===== src/rtl/sipo_piso_master_pkg.sv =====
// rtl/sipo_piso_master_pkg.sv - shared frame geometry and FSM encoding for the sipo_piso master
package sipo_piso_master_pkg;

    localparam int CFG_ADDR_WIDTH = 5;
    localparam int CFG_REG_WIDTH  = 8;
    localparam int CFG_FRAME_BITS = CFG_ADDR_WIDTH + CFG_REG_WIDTH;

    typedef enum logic [2:0] {
        ST_IDLE   = 3'd0,
        ST_SETUP  = 3'd1,
        ST_STROBE = 3'd2,
        ST_SHIFT  = 3'd3,
        ST_GAP    = 3'd4
    } state_e;

    // A single requester still needs a 1-bit pointer/index.
    function automatic int ptr_width(input int n);
        return (n > 1) ? $clog2(n) : 1;
    endfunction

endpackage


===== src/rtl/sipo_piso_master_rr_arbiter.sv =====
// rtl/sipo_piso_master_rr_arbiter.sv - round-robin arbiter: combinational grant, registered pointer
module rr_arbiter #(
    parameter int N_REQ = 2,
    parameter int PTR_W = 1
) (
    input  logic             clk,
    input  logic             rst,
    input  logic [N_REQ-1:0] valid_i,
    input  logic             accept_i,
    output logic             gnt_valid_o,
    output logic [PTR_W-1:0] gnt_idx_o,
    output logic [N_REQ-1:0] gnt_oh_o
);

    logic [PTR_W-1:0] ptr_q, ptr_d;
    logic             hi_found, lo_found;
    logic [PTR_W-1:0] hi_idx, lo_idx;

    // Lowest valid index at/after the pointer wins; otherwise the lowest below it (wrap).
    always_comb begin
        hi_found = 1'b0;
        lo_found = 1'b0;
        hi_idx   = '0;
        lo_idx   = '0;
        for (int r = N_REQ - 1; r >= 0; r--) begin
            if (valid_i[r]) begin
                if (PTR_W'(r) >= ptr_q) begin
                    hi_found = 1'b1;
                    hi_idx   = PTR_W'(r);
                end else begin
                    lo_found = 1'b1;
                    lo_idx   = PTR_W'(r);
                end
            end
        end
        gnt_valid_o = hi_found | lo_found;
        gnt_idx_o   = hi_found ? hi_idx : lo_idx;
        gnt_oh_o    = gnt_valid_o ? (N_REQ'(1) << gnt_idx_o) : '0;
        ptr_d       = ptr_q;
        if (accept_i && gnt_valid_o) begin
            ptr_d = (gnt_idx_o == PTR_W'(N_REQ - 1)) ? '0 : gnt_idx_o + 1'b1;
        end
    end

    always_ff @(posedge clk or negedge rst) begin
        if (!rst) begin
            ptr_q <= '0;
        end else begin
            ptr_q <= ptr_d;
        end
    end

endmodule


===== src/rtl/sipo_piso_master.sv =====
// rtl/sipo_piso_master.sv - arbitrates register requests and serialises them into strobe/wr_en/din frames
module sipo_piso_master
    import sipo_piso_master_pkg::*;
#(
    parameter int ADDR_WIDTH = CFG_ADDR_WIDTH,
    parameter int REG_WIDTH  = CFG_REG_WIDTH,
    parameter int N_REQ      = 2,
    parameter int GAP_CYCLES = 4
) (
    input  logic                        clk,
    input  logic                        rst,
    input  logic [N_REQ-1:0]            req_valid,
    input  logic [N_REQ-1:0]            req_write,
    input  logic [N_REQ*ADDR_WIDTH-1:0] req_addr,
    input  logic [N_REQ*REG_WIDTH-1:0]  req_wdata,
    output logic [N_REQ-1:0]            req_ready,
    output logic [N_REQ-1:0]            rsp_valid,
    output logic [REG_WIDTH-1:0]        rsp_rdata,
    output logic                        busy,
    output logic                        strobe,
    output logic                        wr_en,
    output logic                        din,
    input  logic                        dout
);

    localparam int FRAME_BITS = ADDR_WIDTH + REG_WIDTH;
    localparam int PTR_W      = ptr_width(N_REQ);
    localparam int CNT_MAX    = (FRAME_BITS > GAP_CYCLES) ? FRAME_BITS : GAP_CYCLES;
    localparam int CNT_W      = $clog2(CNT_MAX);
    localparam logic [CNT_W-1:0] LAST_SLOT  = CNT_W'(FRAME_BITS - 1);
    localparam logic [CNT_W-1:0] LAST_GAP   = CNT_W'(GAP_CYCLES - 1);
    localparam logic [CNT_W-1:0] FIRST_DATA = CNT_W'(ADDR_WIDTH);

    state_e                  state_q, state_d;
    logic [CNT_W-1:0]        cnt_q, cnt_d;
    logic [PTR_W-1:0]        gnt_q, gnt_d, gnt_idx;
    logic [N_REQ-1:0]        gnt_oh;
    logic                    gnt_valid, accept;
    logic                    write_q, write_d, sel_write;
    logic [ADDR_WIDTH-1:0]   addr_q, addr_d, sel_addr;
    logic [REG_WIDTH-1:0]    wdata_q, wdata_d, sel_wdata;
    logic [REG_WIDTH-2:0]    rdata_q, rdata_d;
    logic [REG_WIDTH-1:0]    sample_word;
    logic [REG_WIDTH-1:0]    rsp_rdata_q, rsp_rdata_d;
    logic [N_REQ-1:0]        req_ready_q, req_ready_d, rsp_valid_q, rsp_valid_d;
    logic                    strobe_q, strobe_d, wr_en_q, wr_en_d, din_q, din_d;
    logic                    frame_bit, addr_bit;

    rr_arbiter #(
        .N_REQ (N_REQ),
        .PTR_W (PTR_W)
    ) u_arb (
        .clk         (clk),
        .rst         (rst),
        .valid_i     (req_valid),
        .accept_i    (accept),
        .gnt_valid_o (gnt_valid),
        .gnt_idx_o   (gnt_idx),
        .gnt_oh_o    (gnt_oh)
    );

    always_comb begin
        sel_write = 1'b0;
        sel_addr  = '0;
        sel_wdata = '0;
        for (int r = 0; r < N_REQ; r++) begin
            if (gnt_idx == PTR_W'(r)) begin
                sel_write = req_write[r];
                sel_addr  = req_addr[r*ADDR_WIDTH +: ADDR_WIDTH];
                sel_wdata = req_wdata[r*REG_WIDTH +: REG_WIDTH];
            end
        end
    end

    always_comb begin
        state_d     = state_q;
        cnt_d       = cnt_q;
        gnt_d       = gnt_q;
        accept      = 1'b0;
        write_d     = write_q;
        addr_d      = addr_q;
        wdata_d     = wdata_q;
        rdata_d     = rdata_q;
        rsp_rdata_d = rsp_rdata_q;
        req_ready_d = '0;
        rsp_valid_d = '0;
        sample_word = {dout, rdata_q};
        case (state_q)
            ST_IDLE: begin
                if (gnt_valid) begin
                    accept      = 1'b1;
                    gnt_d       = gnt_idx;
                    write_d     = sel_write;
                    addr_d      = sel_addr;
                    wdata_d     = sel_wdata;
                    req_ready_d = gnt_oh;
                    state_d     = ST_SETUP;
                end
            end
            ST_SETUP:  state_d = ST_STROBE;
            ST_STROBE: begin
                state_d = ST_SHIFT;
                cnt_d   = '0;
            end
            ST_SHIFT: begin
                // Read data slots sample dout LSB first on the edge that ends each slot.
                if (!write_q && cnt_q >= FIRST_DATA) begin
                    rdata_d = sample_word[REG_WIDTH-1:1];
                end
                if (cnt_q == LAST_SLOT) begin
                    rsp_valid_d = N_REQ'(1) << gnt_q;
                    if (!write_q) begin
                        rsp_rdata_d = sample_word;
                    end
                    state_d = ST_GAP;
                    cnt_d   = '0;
                end else begin
                    cnt_d = cnt_q + 1'b1;
                end
            end
            ST_GAP: begin
                if (cnt_q == LAST_GAP) begin
                    state_d = ST_IDLE;
                    cnt_d   = '0;
                end else begin
                    cnt_d = cnt_q + 1'b1;
                end
            end
            default: state_d = ST_IDLE;
        endcase
    end

    // Slave-facing outputs are precomputed for the next cycle so they leave the block registered.
    always_comb begin
        frame_bit = 1'b0;
        addr_bit  = 1'b0;
        for (int k = 0; k < FRAME_BITS; k++) begin
            if (cnt_d == CNT_W'(k)) frame_bit = (k < REG_WIDTH) ? wdata_q[k % REG_WIDTH]
                                                                : addr_q[(k - REG_WIDTH) % ADDR_WIDTH];
        end
        for (int k = 0; k < ADDR_WIDTH; k++) begin
            if (cnt_d == CNT_W'(k)) addr_bit = addr_q[k];
        end
        strobe_d = (state_d == ST_STROBE);
        wr_en_d  = (state_d inside {ST_SETUP, ST_STROBE, ST_SHIFT}) ? write_d : 1'b0;
        din_d    = 1'b0;
        if (state_d == ST_SHIFT) begin
            din_d = write_q ? frame_bit : addr_bit;
        end
    end

    always_ff @(posedge clk or negedge rst) begin
        if (!rst) begin
            state_q     <= ST_IDLE;
            cnt_q       <= '0;
            gnt_q       <= '0;
            write_q     <= 1'b0;
            addr_q      <= '0;
            wdata_q     <= '0;
            rdata_q     <= '0;
            rsp_rdata_q <= '0;
            req_ready_q <= '0;
            rsp_valid_q <= '0;
            strobe_q    <= 1'b0;
            wr_en_q     <= 1'b0;
            din_q       <= 1'b0;
        end else begin
            state_q     <= state_d;
            cnt_q       <= cnt_d;
            gnt_q       <= gnt_d;
            write_q     <= write_d;
            addr_q      <= addr_d;
            wdata_q     <= wdata_d;
            rdata_q     <= rdata_d;
            rsp_rdata_q <= rsp_rdata_d;
            req_ready_q <= req_ready_d;
            rsp_valid_q <= rsp_valid_d;
            strobe_q    <= strobe_d;
            wr_en_q     <= wr_en_d;
            din_q       <= din_d;
        end
    end

    assign req_ready = req_ready_q;
    assign rsp_valid = rsp_valid_q;
    assign rsp_rdata = rsp_rdata_q;
    assign busy      = (state_q != ST_IDLE);
    assign strobe    = strobe_q;
    assign wr_en     = wr_en_q;
    assign din       = din_q;

endmodule


===== config.mk =====
export PLATFORM = sky130hd
export DESIGN_NAME = sipo_piso_master
export DESIGN_NICKNAME = d
export VERILOG_FILES = /design/src/rtl/sipo_piso_master_pkg.sv /design/src/rtl/sipo_piso_master_rr_arbiter.sv /design/src/rtl/sipo_piso_master.sv
export SDC_FILE = /design/constraint.sdc
export NUM_CORES = 1
export LEC_CHECK = 0
export CAP_MARGIN = 20
export CORE_MARGIN = 2
export CORE_UTILIZATION = 46
export DETAILED_ROUTE_END_ITERATION = 10
export GPL_TIMING_DRIVEN = 0
export PLACE_DENSITY_LB_ADDON = 0.2
export SKIP_CTS_REPAIR_TIMING = 1
export SLEW_MARGIN = 20
export SYNTH_ARGS = -nofsm -noshare
export SYNTH_HDL_FRONTEND = slang
export SYNTH_HIERARCHICAL = 1
export SYNTH_SLANG_ARGS = --single-unit

===== constraint.sdc =====
create_clock -name clk -period 2.4 [get_ports clk]
set_input_delay 0.6 -clock clk [delete_from_list [all_inputs] [get_ports clk]]
set_output_delay 0.6 -clock clk [all_outputs]
set_load 0.005 [all_outputs]

==> results of run 1 <==
[placed cells by master, fill, tap and decap left out, types with 3 or more instances in the layout]
cell type / netlist / layout
and3_1: 6 / 5
clkbuf_8: 0 / 5
dfrtp_1: 45 / 44
nor3_1: 3 / 3
inv_1: 8 / 7
ha_1: 3 / 3
nand2_1: 10 / 10
mux2i_1: 15 / 15
clkdlybuf4s50_1: 0 / 47
a31oi_1: 3 / 3
buf_4: 1 / 8
nand3_1: 5 / 5
o21ai_0: 7 / 7
nor2_1: 23 / 22
a21oi_1: 22 / 22
mux2_2: 15 / 15
nor3b_2: 3 / 3
clkbuf_2: 0 / 4
nand2b_1: 3 / 3
[kinds of logic after synthesis]
family | after synthesis
multiplexers | 31
adder cells (fa/ha/maj) | 3
AND/OR/NAND/NOR | 63
XOR/XNOR | 2
buffers and inverters | 19
AO/OA/AOI/OAI | 52
flip-flops | 45
[power groups by stage]
stage,registers (mW),clock network (mW),logic (mW)
6_report,1.34,0.488,2.07
3_3_place_gp,1.35,0,1.83
4_1_cts,1.34,0.500,1.87
3_5_place_dp,1.35,0,1.85
2_1_floorplan,1.30,0,1.33
5_1_grt,1.39,0.532,2.28
[cell type report]
| class | instances | area share [%] |
|---|---|---|
| flip-flops and latches | 45 | 36.9 |
| multi-input cells | 151 | 36.2 |
| repair buffers | 56 | 18.0 |
| well taps | 67 | 2.75 |
| clock buffers | 5 | 2.26 |
| plain buffers | 9 | 1.68 |
| inverters | 10 | 1.39 |
| clock inverters | 3 | 0.820 |
[state kept, by name, indices dropped and copies added, names as in the netlist]
register,flops
strobe,1
din,1
rdata_q,7
addr_q,5
rsp_valid,2
cnt_q,4
req_ready,2
rsp_rdata,8
wr_en,1
gnt_q,1
write_q,1
u_arb/ptr_q,1
state_q,3
wdata_q,8
[metal layers]
layer  wire (microns)  up-vias  share of wire (%)
met5                0        -                  0
met4              117        0                2.4
met3              136       10                2.8
met2             2360       31                 49
met1             2230      865                 46
li1                 -      892                  -
[critical path, delay by kind of cell (launching register included)]
kind                       cells  cell delay, ns
DFF                            1            0.46
buffers and inverters          2            0.26
adders and majority gates      1            0.18
AOI/OAI and AO/OA              5            1.10
and+or+nand+nor                2            0.28
[path summary, 6_finish.rpt]
check,start,to,slack [ns]
worst min-delay path,rst,u_arb/ptr_q,0.18
worst max-delay path,cnt_q[0],din,0.02
max in group asynchronous,rst,wdata_q[0],1.74
worst min register to register,gnt_q,rsp_valid[0],0.43
worst max register to register,cnt_q[0],din,0.02
min in group clk,gnt_q,rsp_valid[0],0.43
==> out/summary.txt, run 1 <==
maximum clock frequency: 0.420 GHz
worst stage delay on the critical path: 0.46 ns
routed vias/inst: 5.20
Worst Reg-to-Reg Cells: 10
I/O pins: 49
Startpoint Class: flop
Fin. Hold Viols: 0
area delta synth->final: 32.9%
first-pass GRT wire length: 7960 microns
worst setup path category: reg -> reg
final non-filler cell total: 346
commonest cells in the netlist: dfrtp_1, nor2_1, a21oi_1
global route overflow: 0
hold slack: 0.183 ns
Int Pwr: 2.38 mW
post-synth top area share: 49.0%
Tcrit/Tclk final: 99.1%
# Max-Cap Violations: 0
mux cell area share after synthesis: 14.9%
Period minus WS final: 2.38 ns
post-synthesis adder-cell area fraction: 1.63%
Final setup viols: 0
Initial Utilization: 48.3%
drt total wl: 4850 microns
combinational share of power: 53.2%
H-Tree Depth: 2
filler instances: 405
M1 GR Usage: 25.9%
# diodes: 0
status: completed
Pwr Density: 1280 nW/um^2
CP endpoint kind: flop
Seq/Total Area, Yosys: 49.0%
DR DRC count: 0
Finished Core Util: 64.2%
Max Slew Vio Count: 0
Syn Inst Count: 215
clock-pin slew on the worst setup and hold paths: 0.09 ns
GRT Max-Usage Layer: met2
NetSw: 1.52 mW
Cells after DPL: 331
layout cell share with drive strength beyond 1: 20.8%
vias in the first global route: 1732
Place WS: -0.505 ns
width of the die: 74.7 microns
CP Cell Sequence: inv_1, ha_1, and3_2, o22ai_4, a21oi_4, buf_4, nand2_1, a32o_1, o221a_1, a211oi_2
wire per inst: 14.0 microns
Synth Flop Type: dfrtp_1
Data arrival, critical path: 2.60 ns
Seq cells post-synth: 45
met3 Use GR: 4.02%
Site Rows: 25
leakage power: 1.29 nW
root buffer cell: clkbuf_8
VDD IR max: 0.000740 V
largest family of logic cells by synthesized area: compound AO/OA/AOI/OAI gates
Seq pwr share: 34.3%
antenna viol nets, final: 0
Post-synth ARST share: 100%
clk_skew: 0.00601 ns
area taken by multi-input logic gates: 1100 sq um
Design Area, Final: 3050 sq um
Crit-path slowest cell: dfrtp_2
most common cell in the netlist: dfrtp_1
initial antenna violation count: 0
die height: 74.7 microns
top cells by area, synth: dfrtp_1, mux2_2, mux2i_1
RSZ-0062 raised after global routing: yes
Simple-Gate Fraction of Synth Area: 14.4%
Final nets: 314
die area: 5570 sq um
DR pass1 iterations: 4
largest net degree at the start of global routing: 34
met2 usage: 30.2%
setup ws final: 0.0217 ns
Tot Pwr: 3.90 mW
clock sinks: 45
Synth Area per Inst: 10.7 sq um
Placer Congestion: 0.881
Storage cell area: 1130 sq um
hold crit path type: in -> async
Syn Nets: 251
clock buffer depth: 2
Total GRT Usage: 19.1%
CTS buffer count: 5
post-synthesis cell type count: 49
clk_lat worst skew: 0.30 ns
port bufs: 48
switching share of power: 38.9%
Post-synth EDFFs: 0
area of the mapped netlist: 2300 sq um
CP max FO: 8
Max-slew headroom: 39.9%
measured slew at the worst slew-check pin: 0.895 ns
Core Region: 4750 sq um
Synth Warn #: 6
power share of the clock group: 12.5%
Synth area leader: dfrtp_1
dpl cell area: 2880 sq um
Synth Area in XOR/XNOR: 0.763%
CTS tree: built
total number of vias: 1798
compound-gate portion of the synthesized area: 15.4%
Worst EP required: 2.62 ns
DRT iter0 DRCs: 116
DPL Wire Length: 3560 microns
TNS Setup: 0 ns
(Power assumes the default switching activity.)
==> run 2: changes to the inputs <==
--- a/config.mk
+++ b/config.mk
@@ -11,7 +11,7 @@
 export DETAILED_ROUTE_END_ITERATION = 10
 export GPL_TIMING_DRIVEN = 0
 export PLACE_DENSITY_LB_ADDON = 0.2
-export SKIP_CTS_REPAIR_TIMING = 1
+export SKIP_LAST_GASP = 1
 export SLEW_MARGIN = 20
 export SYNTH_ARGS = -nofsm -noshare
 export SYNTH_HDL_FRONTEND = slang
==> out/summary.txt, run 2 (same netlist as run 1, synthesis figures left out) <==
status: complete, but fails checks
failing checks: negative setup slack
CP Cell Sequence: inv_1, ha_1, and3_2, o22ai_4, a21boi_1, o21bai_1, a311oi_1, a221oi_2, a211oi_2
maximum clock frequency: 0.417 GHz (-0.91%)
Worst EP required: 2.62 ns (about the same)
clock buffer depth: 2 (unchanged)
root buffer cell: clkbuf_8
Finished Core Util: 63.5% (-0.66 points)
worst setup path category: reg -> reg
Core Region: 4750 sq um (unchanged)
Site Rows: 25 (unchanged)
clock-pin slew on the worst setup and hold paths: 0.09 ns (about the same)
CTS tree: built
met3 Use GR: 4.02% (unchanged)
H-Tree Depth: 2 (unchanged)
Final nets: 311 (-0.96%)
most frequent cells in the layout: clkdlybuf4s50_1, dfrtp_1, nor2_1
Crit-path slowest cell: dfrtp_2
Data arrival, critical path: 2.62 ns (+0.02 ns)
clock sinks: 45 (unchanged)
worst stage delay on the critical path: 0.43 ns (-0.03 ns)
layout cell share with drive strength beyond 1: 19.2% (-1.6 points)
M1 GR Usage: 26.2% (+0.35 points)
port bufs: 48 (unchanged)
GRT Max-Usage Layer: met2
met2 usage: 30.4% (+0.20 points)
hold crit path type: in -> async
DR DRC count: 0 (unchanged)
setup ws final: -0.000278 ns (-0.0220 ns)
global route overflow: 0 (unchanged)
Total GRT Usage: 19.4% (+0.31 points)
die height: 74.7 microns (unchanged)
DRT iter0 DRCs: 101 (-13%)
die area: 5570 sq um (unchanged)
CP max FO: 7 (-1)
drt total wl: 4790 microns (-1.2%)
Final setup viols: 1 (+1)
Design Area, Final: 3020 sq um (-1.0%)
CTS buffer count: 5 (unchanged)
Initial Utilization: 48.3% (unchanged)
Max-slew headroom: 39.5% (-0.35 points)
measured slew at the worst slew-check pin: 0.900 ns (+0.00519 ns)
DPL Wire Length: 3560 microns (unchanged)
width of the die: 74.7 microns (unchanged)
dpl cell area: 2880 sq um (unchanged)
clk_lat worst skew: 0.30 ns (about the same)
RSZ-0062 raised after global routing: yes
# Max-Cap Violations: 0 (unchanged)
Period minus WS final: 2.40 ns (+0.0220 ns)
Startpoint Class: flop
CP delay by family, top: compound AO/OA/AOI/OAI gates
wire per inst: 14.0 microns (-0.35%)
Storage cell area: 1130 sq um (unchanged)
area delta synth->final: 31.6%
CP Buf/Inv Count: 1 (-1)
Tcrit/Tclk final: 100% (+0.91 points)
Fin. Hold Viols: 0 (unchanged)
CP endpoint kind: flop
# diodes: 0 (unchanged)
initial antenna violation count: 0 (unchanged)
first-pass GRT wire length: 8080 microns (+1.5%)
commonest non-fill, non-tap cell in the layout: clkdlybuf4s50_1
I/O pins: 49 (unchanged)
Max Slew Vio Count: 0 (unchanged)
VDD IR max: 0.000741 V (about the same)
largest net degree at the start of global routing: 34 (unchanged)
DR pass1 iterations: 4 (unchanged)
clk_skew: 0.00560 ns (-0.000411 ns)
routed vias/inst: 5.22 (+0.48%)
vias in the first global route: 1762 (+1.7%)
Pwr Density: 1260 nW/um^2 (-1.1%)
filler instances: 408 (+0.74%)
antenna viol nets, final: 0 (unchanged)
area taken by multi-input logic gates: 1100 sq um (-0.79%)
leakage power: 1.28 nW (-0.99%)
total number of vias: 1791 (-0.39%)
Placer Congestion: 0.881 (unchanged)
[run 2: changes by cell type in the layout (fill, tap and decap cells not counted)]
cell	previous run	this run
a311oi_1	1	2
a311oi_2	1	0
buf_2	2	3
buf_4	8	5
clkbuf_2	4	3
nor2_1	22	23
nor2_2	1	0
[run 2: path summary, 6_finish.rpt]
| kind | slack, ns | start | endpoint | cells after the start |
|---|---|---|---|---|
| setup reg to reg | -0.0003 | cnt_q[0] | din | 9 |
| hold / removal | 0.19 | rst | u_arb/ptr_q | 1 |
| hold reg to reg | 0.43 | gnt_q | rsp_valid[0] | 1 |
| min in group clk | 0.43 | gnt_q | rsp_valid[0] | 1 |
| setup / recovery | -0.0003 | cnt_q[0] | din | 9 |
| max in group asynchronous | 1.73 | rst | rsp_rdata[1] | 2 |
[run 2: through the flow]
step | TNS (ns) | total power [mW] | setup WS [ns] | hold WS, ns | instances
after floorplan | 0 | 2.63 | 0.144 | 0.304 | 215
after global placement | -27.39 | 3.17 | -0.512 | 0.413 | 330
after detailed placement | -5.12 | 3.21 | -0.505 | 0.414 | 331
after CTS | 0 | 3.77 | 0.0217 | 0.191 | 342
after global routing | -0.112 | 4.11 | -0.112 | 0.201 | 343
final | -0.000278 | 3.81 | -0.000278 | 0.185 | 343
[run 2: worst register-to-register path, cell delays in order (launching register included)]
cell      delay (ns)
dfrtp_2         0.43
inv_1           0.08
ha_1            0.22
and3_2          0.26
o22ai_4         0.29
a21boi_1        0.21
o21bai_1        0.13
a311oi_1        0.36
a221oi_2        0.11
a211oi_2        0.23
[run 2: area by class of cell]
type | count | area share [%]
sequential | 45 | 37.3
clock buffer | 5 | 2.28
buffer | 9 | 1.70
clock inverter | 3 | 0.828
tap | 67 | 2.78
multi-input combinational | 151 | 36.3
timing repair buffer | 53 | 17.4
inverter | 10 | 1.41
[run 2: metal layers]
| layer | up-vias | wire (microns) |
|---|---|---|
| met5 | - | 0 |
| met4 | 0 | 143 |
| met3 | 12 | 173 |
| met2 | 44 | 2270 |
| met1 | 847 | 2200 |
| li1 | 888 | - |
[run 2: repair_timing]
item / in CTS / in global routing
buffers inserted: 3 / 1
resized for setup: 5 / 6
pin swaps: 2 / 1
endpoints found under the setup margin: 11 / 16
hold buffers: 0 / 0
[run 2: report_power, final]
| part | switching, mW | internal, mW |
|---|---|---|
| Sequential | 0.234 | 1.10 |
| Clock | 0.278 | 0.210 |
| Combinational | 0.979 | 1.01 |
